==> src/rtl/term_ctrl.sv <==
// Terminal control stage: turns received bytes into fill commands for the
// character-buffer writer, tracking the cursor and scrolling via wr_offset.
module term_ctrl #(
  parameter int COLS   = 80,
  parameter int ROWS   = 30,
  parameter int ADDR_W = 12
) (
  input  logic                    clk,
  input  logic                    rst_n,
  input  logic                    rx_valid,
  input  logic [7:0]              rx_data,
  output logic                    rx_ready,
  output logic                    wr_start,
  output logic [ADDR_W-1:0]       wr_begin,
  output logic [ADDR_W-1:0]       wr_end,
  output logic [7:0]              wr_data,
  output logic [ADDR_W-1:0]       wr_offset,
  input  logic                    wr_busy,
  output logic [$clog2(COLS)-1:0] cursor_x,
  output logic [$clog2(ROWS)-1:0] cursor_y
);
  localparam int XW = $clog2(COLS);
  localparam int YW = $clog2(ROWS);
  localparam logic [ADDR_W-1:0] CELLS     = ADDR_W'(COLS * ROWS);
  localparam logic [ADDR_W-1:0] COLS_A    = ADDR_W'(COLS);
  localparam logic [ADDR_W-1:0] LAST_ROW  = ADDR_W'((ROWS - 1) * COLS);
  localparam logic [XW-1:0]     X_MAX     = XW'(COLS - 1);
  localparam logic [YW-1:0]     Y_MAX     = YW'(ROWS - 1);
  localparam logic [7:0]        SPACE     = 8'h20;

  typedef enum logic [2:0] {INIT, IDLE, ISSUE, WAIT1, WAIT, SCROLL} state_t;

  state_t            state_reg, state_next;
  logic [ADDR_W-1:0] begin_reg, begin_next;
  logic [ADDR_W-1:0] end_reg, end_next;
  logic [7:0]        data_reg, data_next;
  logic [ADDR_W-1:0] offset_reg, offset_next;
  logic [XW-1:0]     x_reg, x_next;
  logic [YW-1:0]     y_reg, y_next;
  logic              adv_reg, adv_next;   // cursor advance deferred until the fill completes
  logic [ADDR_W-1:0] cell_idx;

  assign cell_idx = ADDR_W'(y_reg) * COLS_A + ADDR_W'(x_reg);

  always_ff @(posedge clk or negedge rst_n) begin
    if (!rst_n) begin
      state_reg  <= INIT;
      begin_reg  <= '0;
      end_reg    <= '0;
      data_reg   <= SPACE;
      offset_reg <= '0;
      x_reg      <= '0;
      y_reg      <= '0;
      adv_reg    <= 1'b0;
    end else begin
      state_reg  <= state_next;
      begin_reg  <= begin_next;
      end_reg    <= end_next;
      data_reg   <= data_next;
      offset_reg <= offset_next;
      x_reg      <= x_next;
      y_reg      <= y_next;
      adv_reg    <= adv_next;
    end
  end

  always_comb begin
    state_next  = state_reg;
    begin_next  = begin_reg;
    end_next    = end_reg;
    data_next   = data_reg;
    offset_next = offset_reg;
    x_next      = x_reg;
    y_next      = y_reg;
    adv_next    = adv_reg;
    case (state_reg)
      INIT: begin
        begin_next = '0;
        end_next   = CELLS;
        data_next  = SPACE;
        adv_next   = 1'b0;
        state_next = ISSUE;
      end
      IDLE: begin
        if (rx_valid) begin
          if (rx_data >= 8'h20 && rx_data <= 8'h7E) begin
            begin_next = cell_idx;
            end_next   = cell_idx + 1'b1;
            data_next  = rx_data;
            adv_next   = 1'b1;
            state_next = ISSUE;
          end else begin
            case (rx_data)
              8'h0D: x_next = '0;
              8'h0A: begin
                if (y_reg != Y_MAX) y_next = y_reg + 1'b1;
                else state_next = SCROLL;
              end
              8'h08: if (x_reg != '0) x_next = x_reg - 1'b1;
              8'h0C: begin
                offset_next = '0;
                x_next      = '0;
                y_next      = '0;
                state_next  = INIT;
              end
              default: ;
            endcase
          end
        end
      end
      ISSUE: state_next = WAIT1;
      // writer raises busy one cycle after wr_start, so it cannot be trusted yet
      WAIT1: state_next = WAIT;
      WAIT: begin
        if (!wr_busy) begin
          state_next = IDLE;
          adv_next   = 1'b0;
          if (adv_reg) begin
            if (x_reg == X_MAX) begin
              x_next = '0;
              if (y_reg == Y_MAX) state_next = SCROLL;
              else y_next = y_reg + 1'b1;
            end else begin
              x_next = x_reg + 1'b1;
            end
          end
        end
      end
      SCROLL: begin
        // compare before adding so the offset never exceeds the screen size
        if (offset_reg >= LAST_ROW) offset_next = offset_reg - LAST_ROW;
        else offset_next = offset_reg + COLS_A;
        begin_next = LAST_ROW;
        end_next   = CELLS;
        data_next  = SPACE;
        adv_next   = 1'b0;
        state_next = ISSUE;
      end
      default: state_next = INIT;
    endcase
  end

  assign rx_ready  = (state_reg == IDLE);
  assign wr_start  = (state_reg == ISSUE);
  assign wr_begin  = begin_reg;
  assign wr_end    = end_reg;
  assign wr_data   = data_reg;
  assign wr_offset = offset_reg;
  assign cursor_x  = x_reg;
  assign cursor_y  = y_reg;
endmodule
==> config.mk <==
export PLATFORM = sky130hd
export DESIGN_NAME = term_ctrl
export DESIGN_NICKNAME = d
export VERILOG_FILES = /design/src/rtl/term_ctrl.sv
export SDC_FILE = /design/constraint.sdc
export NUM_CORES = 1
export LEC_CHECK = 0
export CAP_MARGIN = 30
export CORE_ASPECT_RATIO = 0.8
export CORE_UTILIZATION = 38
export CTS_CLUSTER_DIAMETER = 200
export CTS_CLUSTER_SIZE = 8
export DETAILED_ROUTE_END_ITERATION = 10
export HOLD_SLACK_MARGIN = 0.02
export MAX_ROUTING_LAYER = met4
export SYNTH_ARGS = -nofsm -noshare
export SYNTH_HDL_FRONTEND = slang
export SYNTH_SLANG_ARGS = --single-unit
==> constraint.sdc <==
create_clock -name clk -period 3.29 [get_ports clk]
set_clock_uncertainty 0.2 [all_clocks]
set_input_delay 0.4935 -clock clk [delete_from_list [all_inputs] [get_ports clk]]
set_output_delay 0.4935 -clock clk [all_outputs]
set_load 0.05 [all_outputs]
* After elaboration in Yosys (flattened, before gate mapping) *
Index checks and enable logic that the tools add are counted.

storage, ports and cells
  register bits = 60
  output and inout bits = 58
  bits of input ports = 12
  logic and storage cells = 106

cells by class
  multiplexer cells = 44
  magnitude comparators = 3
  eq/ne operators = 26
  reductions and logical operators = 17
  $add $sub $neg = 7
  multipliers = 1

operators by type and width
  operator                                                                number
  12-bit 2-to-1 mux                                                       8
  12-bit case mux with 2 select lines                                     2
  7-bit 2-to-1 mux                                                        6
  12-bit case mux with 3 select lines                                     1
  5-bit 2-to-1 mux                                                        7
  8-bit by 4-bit equality test with 1-bit output (second input constant)  4
  7-bit case mux with 2 select lines                                      2
  3-bit 2-to-1 mux                                                        7
  5-bit case mux with 2 select lines                                      2
  8-bit 2-to-1 mux                                                        2
  8-bit case mux with 2 select lines                                      1
  3-bit case mux with 5 select lines                                      1
  12-bit by 1-bit adder with 12-bit output (second input constant)        1
  12-bit by 7-bit adder with 12-bit output                                1
  12-bit by 7-bit adder with 12-bit output (second input constant)        1
  12-bit >= comparator (second input constant)                            1
  2-bit inequality test (second input constant)                           6
  4-bit AND reduction                                                     3
  12-bit subtractor (second input constant)                               1
  9-bit AND reduction                                                     1
  8-bit by 6-bit >= comparator with 1-bit output (second input constant)  1
  8-bit by 7-bit <= comparator with 1-bit output (second input constant)  1
  5-bit by 3-bit multiplier with 8-bit output (second input constant)     1
  7-bit by 1-bit adder with 7-bit output (second input constant)          1
  other kinds (25)                                                        36

* Longest topological paths before layout *
Gate-level depths: netlist of run 1.

  depth in word-level cells = 6
  depth in mapped cells = 9
  depth with buffers taken out = 9

* Worst setup path before layout of run 1 *
No wires, ideal clock.

  path kind = register to register
  start point = reg y_reg[3] (netlist: cursor_y[3])
  end point = reg end_reg[10] (netlist: wr_end[10])
  cell stages (with the launch flop) = 10
  arrival = 2641 ps
  data required time = 2959 ps
  library setup time = 131 ps
  clock period less this slack = 2972 ps
  setup slack = 318 ps
  path buffers = 0
  cells stage by stage = dfrtp_1 ha_1 ha_1 fa_1 nand2_1 nor3_1 xor2_1 nor4_1 xnor2_1 o21ai_0

between the ends
  cells in the longest elaborated chain, start to end = 6

ends and longest elaborated chain
  what                                         RTL line  source
  from (decl)                                  39        logic [YW-1:0] y_reg, y_next;
  from (signal assigned)                       62        y_reg <= y_next;
  5-bit by 3-bit multiplier with 8-bit output  43        assign cell_idx = ADDR_W'(y_reg) * COLS_A + ADDR_W'(x_reg);
  12-bit by 7-bit adder with 12-bit output     43
  12-bit by 1-bit adder with 12-bit output     88        end_next = cell_idx + 1'b1;
  12-bit 2-to-1 mux                            86        if (rx_data >= 8'h20 && rx_data <= 8'h7E) begin
  12-bit 2-to-1 mux                            85        if (rx_valid) begin
  12-bit case mux with 2 select lines          76        case (state_reg)
  to (signal assigned)                         58        end_reg <= end_next;
  to (decl)                                    35        logic [ADDR_W-1:0] end_reg, end_next;

No other way between the ends. The select of a mux whose other input is x is not followed.
A chain may end at the register's enable or synchronous reset.

* Final worst setup path of run 1 *
  start point = reg state_reg[0]
  end point = out rx_ready

between the ends
  cells in the longest elaborated chain, start to end = 1

ends and longest elaborated chain
  what                                            RTL line  source
  from (decl)                                     33        state_t state_reg, state_next;
  from (signal assigned)                          56        state_reg <= state_next;
  3-bit by 1-bit equality test with 1-bit output  143       assign rx_ready = (state_reg == IDLE);
  to (decl)                                       12        output logic rx_ready,

No other way between the ends.

==> qor.txt, run 1 <==
status: completed
Clock Latency Late Sink: 0.30 ns
filler cell count: 879
Rel. slew slack: 0.397
leading area contributor after synthesis: dfrtp_1
Reg clk slew, reported paths: 0.07 ns
class of the worst hold path: flip-flop to flip-flop
H-tree depth: 2
vias in the first global route: 3038
Synth Warn #: 0
sequential share of the synthesized area: 0.390
total CTS buffers: 5
share of layout cells above drive strength 1: 0.0868
reg2reg path depth: 9
multi-input logic area: 2040 um^2
# Post-CTS Setup Buffers: 0
nets: 515
Top FF cell, synth: dfrtp_1
number of gates resized after cts: 0
Final Hold Fails: 0
DP Wirelength: 7470 um
number of distinct library cells after synthesis: 59
initial antenna violation count: 0
Root Driver: clkbuf_16
Final Cycle Share: 0.933
final worst slack: 0.220 ns
FMAX: 326 MHz
setup TNS: 0 ns
Ports: 70
register area: 1400 um^2
Peak supply drop: 528 uV
Syn-to-layout area delta: 27.8%
Hold EP: wr_begin[7]$_DFFE_PN0P_
area of the core: 9110 um^2
max cap viols: 0
non-filler cells, final: 599
CP Launch Type: flip-flop
Slew @ Worst Pin: 0.905 ns
CTS tree: built
CTS sink count: 56
Reg2Reg Setup Slack: 0.46 ns
Worst R2R End: wr_end[10]$_DFFE_PN0P_
Final Max Tran Viols: 0
placement row count: 31
Die Width: 111 um
Port Buffers: 65
Iter 0 DRT Violations: 210
synth cell count leaders: 56 x nand2_1, 55 x dfrtp_1, 34 x nand3_1
crit path from: state_reg[0]$_DFFE_PN0P_
routed wire length: 9870 um
GR Overflow Total: 0
Tot GR Track Use: 0.213
R2R Path Start: cursor_y[0]$_DFFE_PN0P_
dpl cell area: 4430 um^2
Synth top area share: 0.383
kind of end point of the critical path: primary output
hold path depth: 2
synthesized instance count: 414
WL per Instance: 16.5 um
DRC: 0
clk buf depth: 2
Antenna Cells: 0
hold_buf cts: 1
CP max FO: 10
minimum clock period: 3.07 ns
Leak: 1.99 nW
ys async rst share: 1.00
ANT nets after route: 0
pre-CTS setup slack: 0.199 ns
cell area after synthesis: 3590 um^2
arrival time of the worst setup path: 2.38 ns
DR vias/cell: 5.43
Crit Path Class: flip-flop to primary output
Hold Crit Start: wr_begin[7]$_DFFE_PN0P_
RSZ-0062 raised after global routing: no
Final setup viols: 0
global-route wire length before repair: 16100 um
cell area power density: 1090 nW/um^2
full die area: 9850 um^2
register bit total from synthesis: 56
design area: 4590 um^2
RD Place Congestion: 0.861
die height: 89.0 um
top-count cell post-synth: nand2_1
largest net degree at the start of global routing: 23
Pre-antenna DRT Iters: 5
Critical Path RT: 2.60 ns
Synth area leaders: dfrtp_1 38%, ha_1 6.3%, nand2_1 5.8%, nand3_1 4.7%, o21ai_0 4.0%
Starting Density: 0.394
placed cells: 590
Vias: 3250
syn_area_per_cell: 8.68 um^2
EDFF count, synth: 0
logic make-up (layout without fill, tap and decap cells):
logic type / Yosys count / after routing / share of synthesized area
flops: 56 / 56 / 0.390
mux: 5 / 5 / 0.0143
other cells: 1 / 4 / 0.00104
buf+inv: 39 / 106 / 0.0456
simple gates: 176 / 176 / 0.253
compound gates: 100 / 100 / 0.180
fa+ha+maj: 20 / 20 / 0.0738
xor+xnor: 17 / 17 / 0.0414
where the power goes:
| part | internal (mW) | total (mW) | switching [mW] |
|---|---|---|---|
| logic | 1.12 | 3.18 | 2.06 |
| clock network | 0.286 | 0.546 | 0.260 |
| registers | 0.939 | 1.27 | 0.335 |
routing by layer:
| metal | up-vias | GRT usage | routed length (um) |
|---|---|---|---|
| met5 | - | - | 0 |
| li1 | 1603 | - | - |
| met1 | 1562 | 0.303 | 5120 |
| met3 | 7 | 0.0420 | 444 |
| met4 | 0 | 0.0558 | 102 |
| met2 | 78 | 0.308 | 4200 |
stage by stage:
stage	utilization	hold slack [ns]	power, mW
floorplan	-	-0.00209	3.44
global placement	0.486	0.266	4.41
detailed placement	0.486	0.276	4.45
CTS	0.504	0.305	5.02
global route	0.504	0.328	5.35
finish	0.504	0.300	5.00
final cells by class:
class,instances,area share
multi-input cells,322,0.445
well taps,115,0.0313
repair buffers,87,0.177
clock buffers,5,0.0272
inverters,11,0.00899
flip-flops and latches,56,0.305
clock inverters,3,0.00490
critical path: stages, from the launching register on:
cell and delay (ns):
dfrtp_1 0.55, and2b_1 0.27, nand2b_1 0.20, inv_1 0.22, clkdlybuf4s50_1 0.83
placed cells by master, fill, tap and decap left out, types with 3 or more instances in the layout:
cell	Yosys	routed
a211oi_1	6	6
a21o_1	7	7
a21oi_1	22	22
a22o_1	4	4
a31oi_1	4	4
and2_1	3	3
and3_1	4	4
buf_4	4	21
clkbuf_16	0	5
clkdlybuf4s50_1	0	64
conb_1	1	4
dfrtp_1	55	55
ha_1	18	18
inv_1	11	11
mux2i_1	4	4
nand2_1	56	56
nand2b_1	7	7
nand3_1	34	34
nor2_1	15	15
nor2b_1	12	12
nor3_1	16	15
nor3b_1	6	6
nor4b_1	3	3
o21ai_0	29	29
o21ai_1	5	5
o31ai_1	3	3
or2_2	3	3
or3_1	4	4
xnor2_1	10	10
xor2_1	7	7
how the worst max path moves through the flow:
stage | to | slack [ns] | cells after the start
2_1_floorplan | wr_end[10]$_DFFE_PN0P_ | 0.32 | 9
3_3_place_gp | cursor_y[4]$_DFFE_PN0P_ | 0.25 | 7
3_5_place_dp | cursor_y[4]$_DFFE_PN0P_ | 0.20 | 7
4_1_cts | rx_ready | 0.24 | 4
5_1_grt | rx_ready | 0.11 | 4
6_report | rx_ready | 0.22 | 4
Note: power is estimated with default switching activity, not from simulation.
==> run 2: changes to the inputs <==
Settings changed: CORE_UTILIZATION 38 to 31.
==> qor.txt, run 2 (synthesized netlist as in run 1, its figures left out) <==
Crit Path Class: flip-flop to primary output
nets: 517
Rel. slew slack: 0.526
Hold EP: wr_begin[6]$_DFFE_PN0P_
Critical Path RT: 2.60 ns
largest net degree at the start of global routing: 36
reg2reg path depth: 9
Ports: 70
share of layout cells above drive strength 1: 0.0905
cell area power density: 1080 nW/um^2
Reg clk slew, reported paths: 0.07 ns
clk buf depth: 2
CTS tree: built
final worst slack: 0.214 ns
DRC: 0
hold path depth: 2
Peak supply drop: 310 uV
Starting Density: 0.325
worst path bufs/invs: 2
delay-heaviest family, CP: buffers and inverters
vias in the first global route: 3078
status: completed
CTS sink count: 56
number of gates resized after cts: 0
minimum clock period: 3.08 ns
Root Driver: clkbuf_16
setup TNS: 0 ns
max cap viols: 0
H-tree depth: 2
initial antenna violation count: 0
Worst R2R End: wr_end[11]$_DFFE_PN0P_
Clock Latency Late Sink: 0.29 ns
Power Total: 5.00 mW
class of the worst hold path: flip-flop to flip-flop
GRT met3 Usage: 0.0187
M1 GR Usage: 0.252
CP max FO: 23
Leak: 2.00 nW
CP peak stage delay: 0.84 ns
hold_buf cts: 1
non-filler cells, final: 630
Reg2Reg Setup Slack: 0.42 ns
# Post-CTS Setup Buffers: 0
Slew @ Worst Pin: 0.711 ns
most frequent cells in the layout: 64 x clkdlybuf4s50_1, 56 x nand2_1, 55 x dfrtp_1
Final Hold Fails: 0
Die Width: 122 um
Iter 0 DRT Violations: 275
Port Buffers: 65
ANT nets after route: 0
Most Used Layer, Global Route: met2
total CTS buffers: 5
grt met2 use: 0.267
DR vias/cell: 5.22
FMAX: 325 MHz
Hold Crit Start: wr_begin[6]$_DFFE_PN0P_
Worst path slowest cell: clkdlybuf4s50_1
area of the core: 11100 um^2
routed wire length: 9940 um
RSZ-0062 raised after global routing: no
pre-CTS setup slack: 0.0951 ns
kind of end point of the critical path: primary output
Final Max Tran Viols: 0
Final setup viols: 0
crit-path cells: nand2b_1 > inv_1 > clkdlybuf4s50_1
Tot GR Track Use: 0.176
commonest non-fill, non-tap cell in the layout: clkdlybuf4s50_1
CP Launch Type: flip-flop
die height: 98.3 um
Final Cycle Share: 0.935
RD Place Congestion: 0.830
Pre-antenna DRT Iters: 5
GR Overflow Total: 0
Vias: 3288
placed cells: 621
WL per Instance: 15.8 um
full die area: 12000 um^2
R2R Path Start: cursor_y[0]$_DFFE_PN0P_
Antenna Cells: 0
arrival time of the worst setup path: 2.38 ns
global-route wire length before repair: 16100 um
DP Wirelength: 7630 um
placement row count: 34
Syn-to-layout area delta: 29.2%
==> run 2: power breakdown <==
part	total, mW	leakage (nW)	switching (mW)	internal [mW]
registers	1.29	0.711	0.353	0.939
clock network	0.539	0.0742	0.254	0.286
logic	3.16	1.21	2.03	1.13
total	5.00	2.00	2.64	2.35
==> run 2: per-layer routing <==
layer / vias up / wire [um]
li1: 1612 / -
met1: 1557 / 5000
met2: 113 / 4430
met3: 6 / 448
met4: 0 / 59
met5: - / 0
==> run 2: worst max path at each step <==
stage	startpoint	to	slack, ns	depth (start not counted)
after floorplan	cursor_y[3]$_DFFE_PN0P_	wr_end[10]$_DFFE_PN0P_	0.32	9
after global placement	rx_data[6]	cursor_y[4]$_DFFE_PN0P_	0.18	7
after detailed placement	rx_data[6]	cursor_y[4]$_DFFE_PN0P_	0.1	7
after CTS	state_reg[2]$_DFFE_PN0P_	rx_ready	0.22	3
after global routing	state_reg[2]$_DFFE_PN0P_	rx_ready	0.11	3
final	state_reg[2]$_DFFE_PN0P_	rx_ready	0.21	3
==> run 2: layout make-up <==
| type | count | area (um^2) |
|---|---|---|
| clock inverters | 3 | 22.5 |
| repair buffers | 89 | 828 |
| fillers | 1082 | 6420 |
| clock buffers | 5 | 125 |
| inverters | 11 | 41.3 |
| flip-flops and latches | 56 | 1400 |
| multi-input cells | 322 | 2040 |
| well taps | 144 | 180 |
==> run 2: worst min-delay path, stage by stage (launching register included) <==
cell	delay (ns)
dfrtp_1	0.35
nand2_1	0.05
o31ai_1	0.05
==> run 2: metrics by stage <==
step / util / cell area, um^2 / hold WS [ns]
after floorplan: - / 3600 / -0.00209
after global placement: 0.406 / 4490 / 0.276
after detailed placement: 0.406 / 4490 / 0.279
after CTS: 0.420 / 4640 / 0.296
after global routing: 0.420 / 4640 / 0.316
final: 0.420 / 4640 / 0.292
